**config.mk**
```make
export PLATFORM = sky130hd
export DESIGN_NAME = scan_readback_intf_flat
export DESIGN_NICKNAME = d
export VERILOG_FILES = /design/src/rtl/scan_readback_intf_if.sv /design/src/rtl/scan_readback_intf.sv /design/src/flat_wrapper.sv
export SDC_FILE = /design/constraint.sdc
export NUM_CORES = 1
export LEC_CHECK = 0
export ABC_AREA = 1
export ABC_CLOCK_PERIOD_IN_PS = 3000
export CORE_MARGIN = 5
export CORE_UTILIZATION = 30
export DETAILED_ROUTE_END_ITERATION = 10
export PLACE_DENSITY = 0.49
export SETUP_SLACK_MARGIN = 0.05
export SLEW_MARGIN = 0
export SYNTH_ARGS = -nofsm -noshare
export SYNTH_HDL_FRONTEND = slang
export SYNTH_SLANG_ARGS = --single-unit
```
**constraint.sdc**
```tcl
create_clock -name clk -period 3 [get_ports clk]
set_input_delay 0.6 -clock clk [delete_from_list [all_inputs] [get_ports clk]]
set_output_delay 0.6 -clock clk [all_outputs]
set_load 0.05 [all_outputs]
```
**src/rtl/scan_readback_intf_if.sv**
```systemverilog
// scan_readback_intf_if
//   Bundles the scan chain, SRAM and start/done signals of the scan readback
//   engine.
//   Handshake: bgn is a level request. The engine samples it only while idle.
//   It then raises done after the last SRAM write and keeps done high until
//   bgn is seen low. addr_bgn and data_len must be valid on the edge where bgn
//   is first seen high. They may change freely after that edge.
//   Modports:
//     slave  - the readback engine (drives scan clocks, SRAM strobes, done)
//     master - the requester and environment (drives bgn, addr_bgn, data_len, so)
//   Signals: bgn, addr_bgn, data_len, so, sel, sclk1, sclk2, si, cen, wen, a, d, done
interface scan_readback_intf_if #(
  parameter int ADDR_W = 9,
  parameter int DATA_W = 8,
  parameter int LEN_W  = 8
);
  logic              bgn;
  logic [ADDR_W-1:0] addr_bgn;
  logic [LEN_W-1:0]  data_len;
  logic              so;
  logic              sel;
  logic              sclk1;
  logic              sclk2;
  logic              si;
  logic              cen;
  logic              wen;
  logic [ADDR_W-1:0] a;
  logic [DATA_W-1:0] d;
  logic              done;

  modport slave (
    input  bgn, addr_bgn, data_len, so,
    output sel, sclk1, sclk2, si, cen, wen, a, d, done
  );

  modport master (
    output bgn, addr_bgn, data_len, so,
    input  sel, sclk1, sclk2, si, cen, wen, a, d, done
  );
endinterface

```
**src/rtl/scan_readback_intf.sv**
```systemverilog
// scan_readback_intf
//   Captures the parallel inputs of an LSSD scan chain. It then shifts the
//   chain out with two-phase non-overlapping clocks (sclk1, gap, sclk2) and
//   packs the bits LSB-first into words. Each word is written to SRAM starting
//   at the latched addr_bgn. The address wraps modulo 2**MEMORY_ADDR_WIDTH.
//   Ports:
//     clk       - system clock, rising edge
//     rst       - synchronous reset, active high
//     bus       - scan_readback_intf_if.slave (scan, SRAM and bgn/done signals)
//     dbg_state - current FSM state, for observation only
//   Build option:
//     SCAN_RB_RECIRC_EN - when defined, si re-injects each bit read from so.
//                         A readback of exactly the chain length leaves the
//                         chain holding its captured contents. When undefined,
//                         si stays 0.
module scan_readback_intf #(
  parameter int MEMORY_ADDR_WIDTH = 9,
  parameter int MEMORY_DATA_WIDTH = 8,
  parameter int RESERVED_DATA_LEN = 8
) (
  input  logic                clk,
  input  logic                rst,
  scan_readback_intf_if.slave bus,
  output logic [3:0]          dbg_state
);

  localparam int BIT_W = (MEMORY_DATA_WIDTH > 1) ? $clog2(MEMORY_DATA_WIDTH) : 1;
  localparam logic [BIT_W-1:0] LAST_BIT = BIT_W'(MEMORY_DATA_WIDTH - 1);

  typedef enum logic [3:0] {
    IDLE    = 4'd0,
    CAP_C1  = 4'd1,
    CAP_GAP = 4'd2,
    CAP_C2  = 4'd3,
    SAMP    = 4'd4,
    SH_C1   = 4'd5,
    SH_GAP  = 4'd6,
    SH_C2   = 4'd7,
    WRITE   = 4'd8,
    DONE_S  = 4'd9
  } state_t;

  state_t                       state;
  logic [MEMORY_ADDR_WIDTH-1:0] addr;
  logic [RESERVED_DATA_LEN-1:0] len;
  logic [RESERVED_DATA_LEN-1:0] byte_cnt;
  logic [BIT_W-1:0]             bit_cnt;
  logic [MEMORY_DATA_WIDTH-1:0] shreg;

  assign dbg_state = state;

  // Each branch sets the registered outputs for the state being entered, so
  // the outputs always line up with the state register. Pulse outputs default
  // low and strobes default inactive every cycle.
  always_ff @(posedge clk) begin
    if (rst) begin
      state     <= IDLE;
      addr      <= '0;
      len       <= '0;
      byte_cnt  <= '0;
      bit_cnt   <= '0;
      shreg     <= '0;
      bus.sel   <= 1'b0;
      bus.sclk1 <= 1'b0;
      bus.sclk2 <= 1'b0;
      bus.si    <= 1'b0;
      bus.cen   <= 1'b1;
      bus.wen   <= 1'b1;
      bus.a     <= '0;
      bus.d     <= '0;
      bus.done  <= 1'b0;
    end else begin
      bus.sel   <= 1'b0;
      bus.sclk1 <= 1'b0;
      bus.sclk2 <= 1'b0;
      bus.cen   <= 1'b1;
      bus.wen   <= 1'b1;
      bus.done  <= 1'b0;
      case (state)
        IDLE: begin
          if (bus.bgn) begin
            if (bus.data_len != '0) begin
              state     <= CAP_C1;
              addr      <= bus.addr_bgn;
              len       <= bus.data_len;
              byte_cnt  <= '0;
              bit_cnt   <= '0;
              bus.sel   <= 1'b1;
              bus.sclk1 <= 1'b1;
            end else begin
              state    <= DONE_S;
              bus.done <= 1'b1;
            end
          end
        end
        CAP_C1: begin
          state   <= CAP_GAP;
          bus.sel <= 1'b1;
        end
        CAP_GAP: begin
          // sel drops together with the slave pulse. The slave latch only
          // copies the master latch, so sel has no effect on this pulse.
          state     <= CAP_C2;
          bus.sclk2 <= 1'b1;
        end
        CAP_C2: begin
          state <= SAMP;
        end
        SAMP: begin
          // so now shows the next chain bit. It enters the word MSB-side, so
          // after a full word the first bit read ends up in d[0].
          shreg     <= {bus.so, shreg[MEMORY_DATA_WIDTH-1:1]};
`ifdef SCAN_RB_RECIRC_EN
          bus.si    <= bus.so;
`else
          bus.si    <= 1'b0;
`endif
          state     <= SH_C1;
          bus.sclk1 <= 1'b1;
        end
        SH_C1: begin
          state <= SH_GAP;
        end
        SH_GAP: begin
          state     <= SH_C2;
          bus.sclk2 <= 1'b1;
        end
        SH_C2: begin
          if (bit_cnt == LAST_BIT) begin
            state   <= WRITE;
            bus.cen <= 1'b0;
            bus.wen <= 1'b0;
            bus.a   <= addr;
            bus.d   <= shreg;
          end else begin
            bit_cnt <= bit_cnt + 1'b1;
            state   <= SAMP;
          end
        end
        WRITE: begin
          addr    <= addr + 1'b1;
          bit_cnt <= '0;
          if (byte_cnt == len - 1'b1) begin
            state    <= DONE_S;
            bus.done <= 1'b1;
          end else begin
            byte_cnt <= byte_cnt + 1'b1;
            state    <= SAMP;
          end
        end
        DONE_S: begin
          // done stays high while bgn is held. A new transfer needs bgn to
          // go low first.
          if (!bus.bgn) begin
            state <= IDLE;
          end else begin
            bus.done <= 1'b1;
          end
        end
        default: begin
          state <= IDLE;
        end
      endcase
    end
  end

endmodule

```
**src/flat_wrapper.sv**
```systemverilog
// flat-port wrapper written by rule: the top's interface ports become plain ports
module scan_readback_intf_flat 
#(
  parameter int MEMORY_ADDR_WIDTH = 9,
  parameter int MEMORY_DATA_WIDTH = 8,
  parameter int RESERVED_DATA_LEN = 8
)
  (clk, rst, dbg_state, bus_bgn, bus_addr_bgn, bus_data_len, bus_so, bus_sel, bus_sclk1, bus_sclk2, bus_si, bus_cen, bus_wen, bus_a, bus_d, bus_done);
  scan_readback_intf_if #(.ADDR_W((9)), .DATA_W((8)), .LEN_W((8))) bus_i ();
  input  logic clk;
  input  logic rst;
  output logic [3:0] dbg_state;
  input wire logic [$bits(bus_i.bgn)-1:0] bus_bgn;
  input wire logic [$bits(bus_i.addr_bgn)-1:0] bus_addr_bgn;
  input wire logic [$bits(bus_i.data_len)-1:0] bus_data_len;
  input wire logic [$bits(bus_i.so)-1:0] bus_so;
  output wire logic [$bits(bus_i.sel)-1:0] bus_sel;
  output wire logic [$bits(bus_i.sclk1)-1:0] bus_sclk1;
  output wire logic [$bits(bus_i.sclk2)-1:0] bus_sclk2;
  output wire logic [$bits(bus_i.si)-1:0] bus_si;
  output wire logic [$bits(bus_i.cen)-1:0] bus_cen;
  output wire logic [$bits(bus_i.wen)-1:0] bus_wen;
  output wire logic [$bits(bus_i.a)-1:0] bus_a;
  output wire logic [$bits(bus_i.d)-1:0] bus_d;
  output wire logic [$bits(bus_i.done)-1:0] bus_done;
  assign bus_i.bgn = bus_bgn;
  assign bus_i.addr_bgn = bus_addr_bgn;
  assign bus_i.data_len = bus_data_len;
  assign bus_i.so = bus_so;
  assign bus_sel = bus_i.sel;
  assign bus_sclk1 = bus_i.sclk1;
  assign bus_sclk2 = bus_i.sclk2;
  assign bus_si = bus_i.si;
  assign bus_cen = bus_i.cen;
  assign bus_wen = bus_i.wen;
  assign bus_a = bus_i.a;
  assign bus_d = bus_i.d;
  assign bus_done = bus_i.done;
  scan_readback_intf #(.MEMORY_ADDR_WIDTH(MEMORY_ADDR_WIDTH), .MEMORY_DATA_WIDTH(MEMORY_DATA_WIDTH), .RESERVED_DATA_LEN(RESERVED_DATA_LEN)) u_core (.clk(clk), .rst(rst), .bus(bus_i), .dbg_state(dbg_state));
endmodule
```
==> impl_metrics.json <==
{
  "status": "finished clean",
  "fin_crit_sh_pct": 78.5,
  "dieWidth_um": 110,
  "worst_slew_pin_slew_ps": 515,
  "cts_sinks": 62,
  "synth_cell_type_count": 36,
  "viasPerCell": 4.65,
  "peakVddDrop_v": 0.000256,
  "cp.required_ps": 2400,
  "clockBufferDepth": 2,
  "power_per_cell_area_nw_per_um2": 537,
  "globalplace.congestion": 0.841,
  "crit_path_end_kind": "output port",
  "root_buffer": "clkbuf_8",
  "fin_util_pct": 38.6,
  "post-route-min-period_ps": 2360,
  "start_util_pct": 30.8,
  "critPathMaxStageDelay_ps": 880,
  "min_path_type": "reg2reg",
  "coreArea_sq_um": 9770,
  "synth.area.top_cells": "dfxtp_1 (41%), nor2_1 (9.5%), nand2_1 (8.2%)",
  "synth_nets": 450,
  "hpwlAfterDp_um": 5570,
  "nFillCells": 1046,
  "multi_input_area_sq_um": 1530,
  "relSlewSlack_pct": 65.5,
  "antenna_found_initial": 0,
  "drive_gt1_share_pct": 8.46,
  "regArea_sq_um": 1240,
  "hold_viol": 0,
  "total_power_mw": 2.03,
  "cts_tree": "yes",
  "tns_ps": 0,
  "ys_seq_area_share_pct": 41.2,
  "crit_buf_inv": 1,
  "routedWlPerCell_um": 12.6,
  "ioPinCount": 49,
  "setup_viol": 0,
  "hold_ws_ps": 475,
  "arrival_ps": 1760,
  "drt-pass1-iter-count": 4,
  "rsz0062_at_grt": "false",
  "synthToLayoutAreaGrowth_pct": 25.4,
  "synthTopCellsByCount": "nor2_1 (76), nand2_1 (66), dfxtp_1 (62), o21ai_0 (46), a21oi_1 (40)",
  "synthCells": 424,
  "synth_edf_count": 0,
  "clkTransAtPathRegs_ps": 70,
  "grt_pass1_wl_um": 12800,
  "drt_iter0_markers": 92,
  "yosysWarnings": 0,
  "grt_max_degree": 37,
  "die_area_sq_um": 12100,
  "crit_path_start_kind": "register",
  "portBuffers": 47,
  "die_y_um": 110,
  "path_cells": "clkdlybuf4s50_1",
  "drv_slew": 0,
  "cts_hold_buf": 0,
  "synth_top_area_share_pct": 41.2,
  "synthArstFlopShare_pct": 0,
  "crit_fanout": 9,
  "num_antenna_cells": 0,
  "path_class": "reg2out",
  "cellLeakagePower_nw": 1.52,
  "rows": 36,
  "yosys.cell_count.top_type": "nor2_1",
  "critical_path.top_delay_family": "buffers and inverters",
  "vias": 2816,
  "clk_latency_ps": 340,
  "max_freq_ghz": 0.425,
  "postCtsSetupBuffers": 0,
  "syn_avg_cell_area_sq_um": 7.10,
  "grt_pass1_vias": 2775,
  "crit_slowest_cell": "clkdlybuf4s50_1",
  "ctsResizeCount": 0,
  "grt_overflow": 0,
  "cts_inserted_buffers": 9,
  "ys_ff_latch": 62,
  "synth.largest_area_cell": "dfxtp_1",
  "drt_wl_total_um": 7630,
  "fin_area_sq_um": 3780,
  "htreeDepth": 3,
  "nets": 494,
  "grt_usage_pct": 13.4,
  "synth_area_sq_um": 3010,
  "drv_cap": 0,
  "skew_ps": 14.9,
  "drtAntennaViolNets": 0,
  "yosys_most_used_dff": "dfxtp_1",
  "drcViolationCount": 0,
  "dpl_cell_area_sq_um": 3570
}
[final cells by class]
type	count	area share, %
clock buffer	9	3.28
clock inverter	7	2.05
inverter	38	3.78
multi-input combinational	307	40.6
sequential	62	32.9
tap	133	4.41
timing repair buffer	50	13.1
[cell usage in the layout (no fill, tap or decap), drive strengths merged, types with 9 or more instances in the layout]
cell type	n
a21oi	41
clkbuf	9
clkdlybuf4s50	47
dfxtp	62
inv	40
nand2	70
nand3	24
nand4	9
nor2	84
o21ai	49
[through the flow]
| stage | setup WS (ps) | cells |
|---|---|---|
| after CTS | 619 | 606 |
| after floorplan | 1160 | 424 |
| final | 645 | 606 |
| after global placement | 611 | 590 |
| after detailed placement | 625 | 590 |
| after global routing | 560 | 606 |
[flip-flops by register name, summed over array words and instances, names as in the netlist]
signal / count
u_core.shreg: 8
u_core.bus.a: 9
u_core.dbg_state: 4
u_core.bus.sclk1: 1
u_core.bus.sel: 1
u_core.bus.wen: 1
u_core.byte_cnt: 8
u_core.len: 8
u_core.bit_cnt: 3
u_core.bus.done: 1
u_core.bus.d: 8
u_core.addr: 9
u_core.bus.sclk2: 1
[cell families (layout without fill, tap and decap cells)]
logic type                 Yosys count  count (layout)  synth area share (%)
AOI/OAI and AO/OA                   96              96                  16.6
xor gates and xnor gates             8               8                  2.33
adders and majority gates            5               5                  2.08
buffers and inverters               55             104                  7.90
DFF                                 62              62                  41.2
muxes                                1               1                 0.333
other                                1               1                 0.125
and+or+nand+nor                    196             196                  29.4
[metal layers]
| layer | up-vias | track usage, % | wire [um] |
|---|---|---|---|
| met1 | 1285 | 16.2 | 3540 |
| met2 | 39 | 22.7 | 3720 |
| li1 | 1486 | - | - |
| met5 | - | 0 | 0 |
| met3 | 6 | 4.19 | 298 |
| met4 | 0 | 4.31 | 73 |
[report_power, final]
part / switching (mW) / internal, mW / leakage (nW)
combinational: 0.225 / 0.129 / 0.919
sequential: 0.0407 / 0.870 / 0.505
clock: 0.369 / 0.394 / 0.101
[worst paths after layout]
| check | startpoint | end | slack (ps) | depth (start not counted) |
|---|---|---|---|---|
| max | u_core.dbg_state[3] | dbg_state[3] | 640 | 1 |
| min reg2reg | u_core.bit_cnt[2] | u_core.bit_cnt[2] | 470 | 2 |
| max reg2reg | u_core.len[0] | u_core.byte_cnt[1] | 900 | 12 |
| min | u_core.bit_cnt[2] | u_core.bit_cnt[2] | 470 | 2 |
Note: power is estimated with default switching activity, not from simulation.
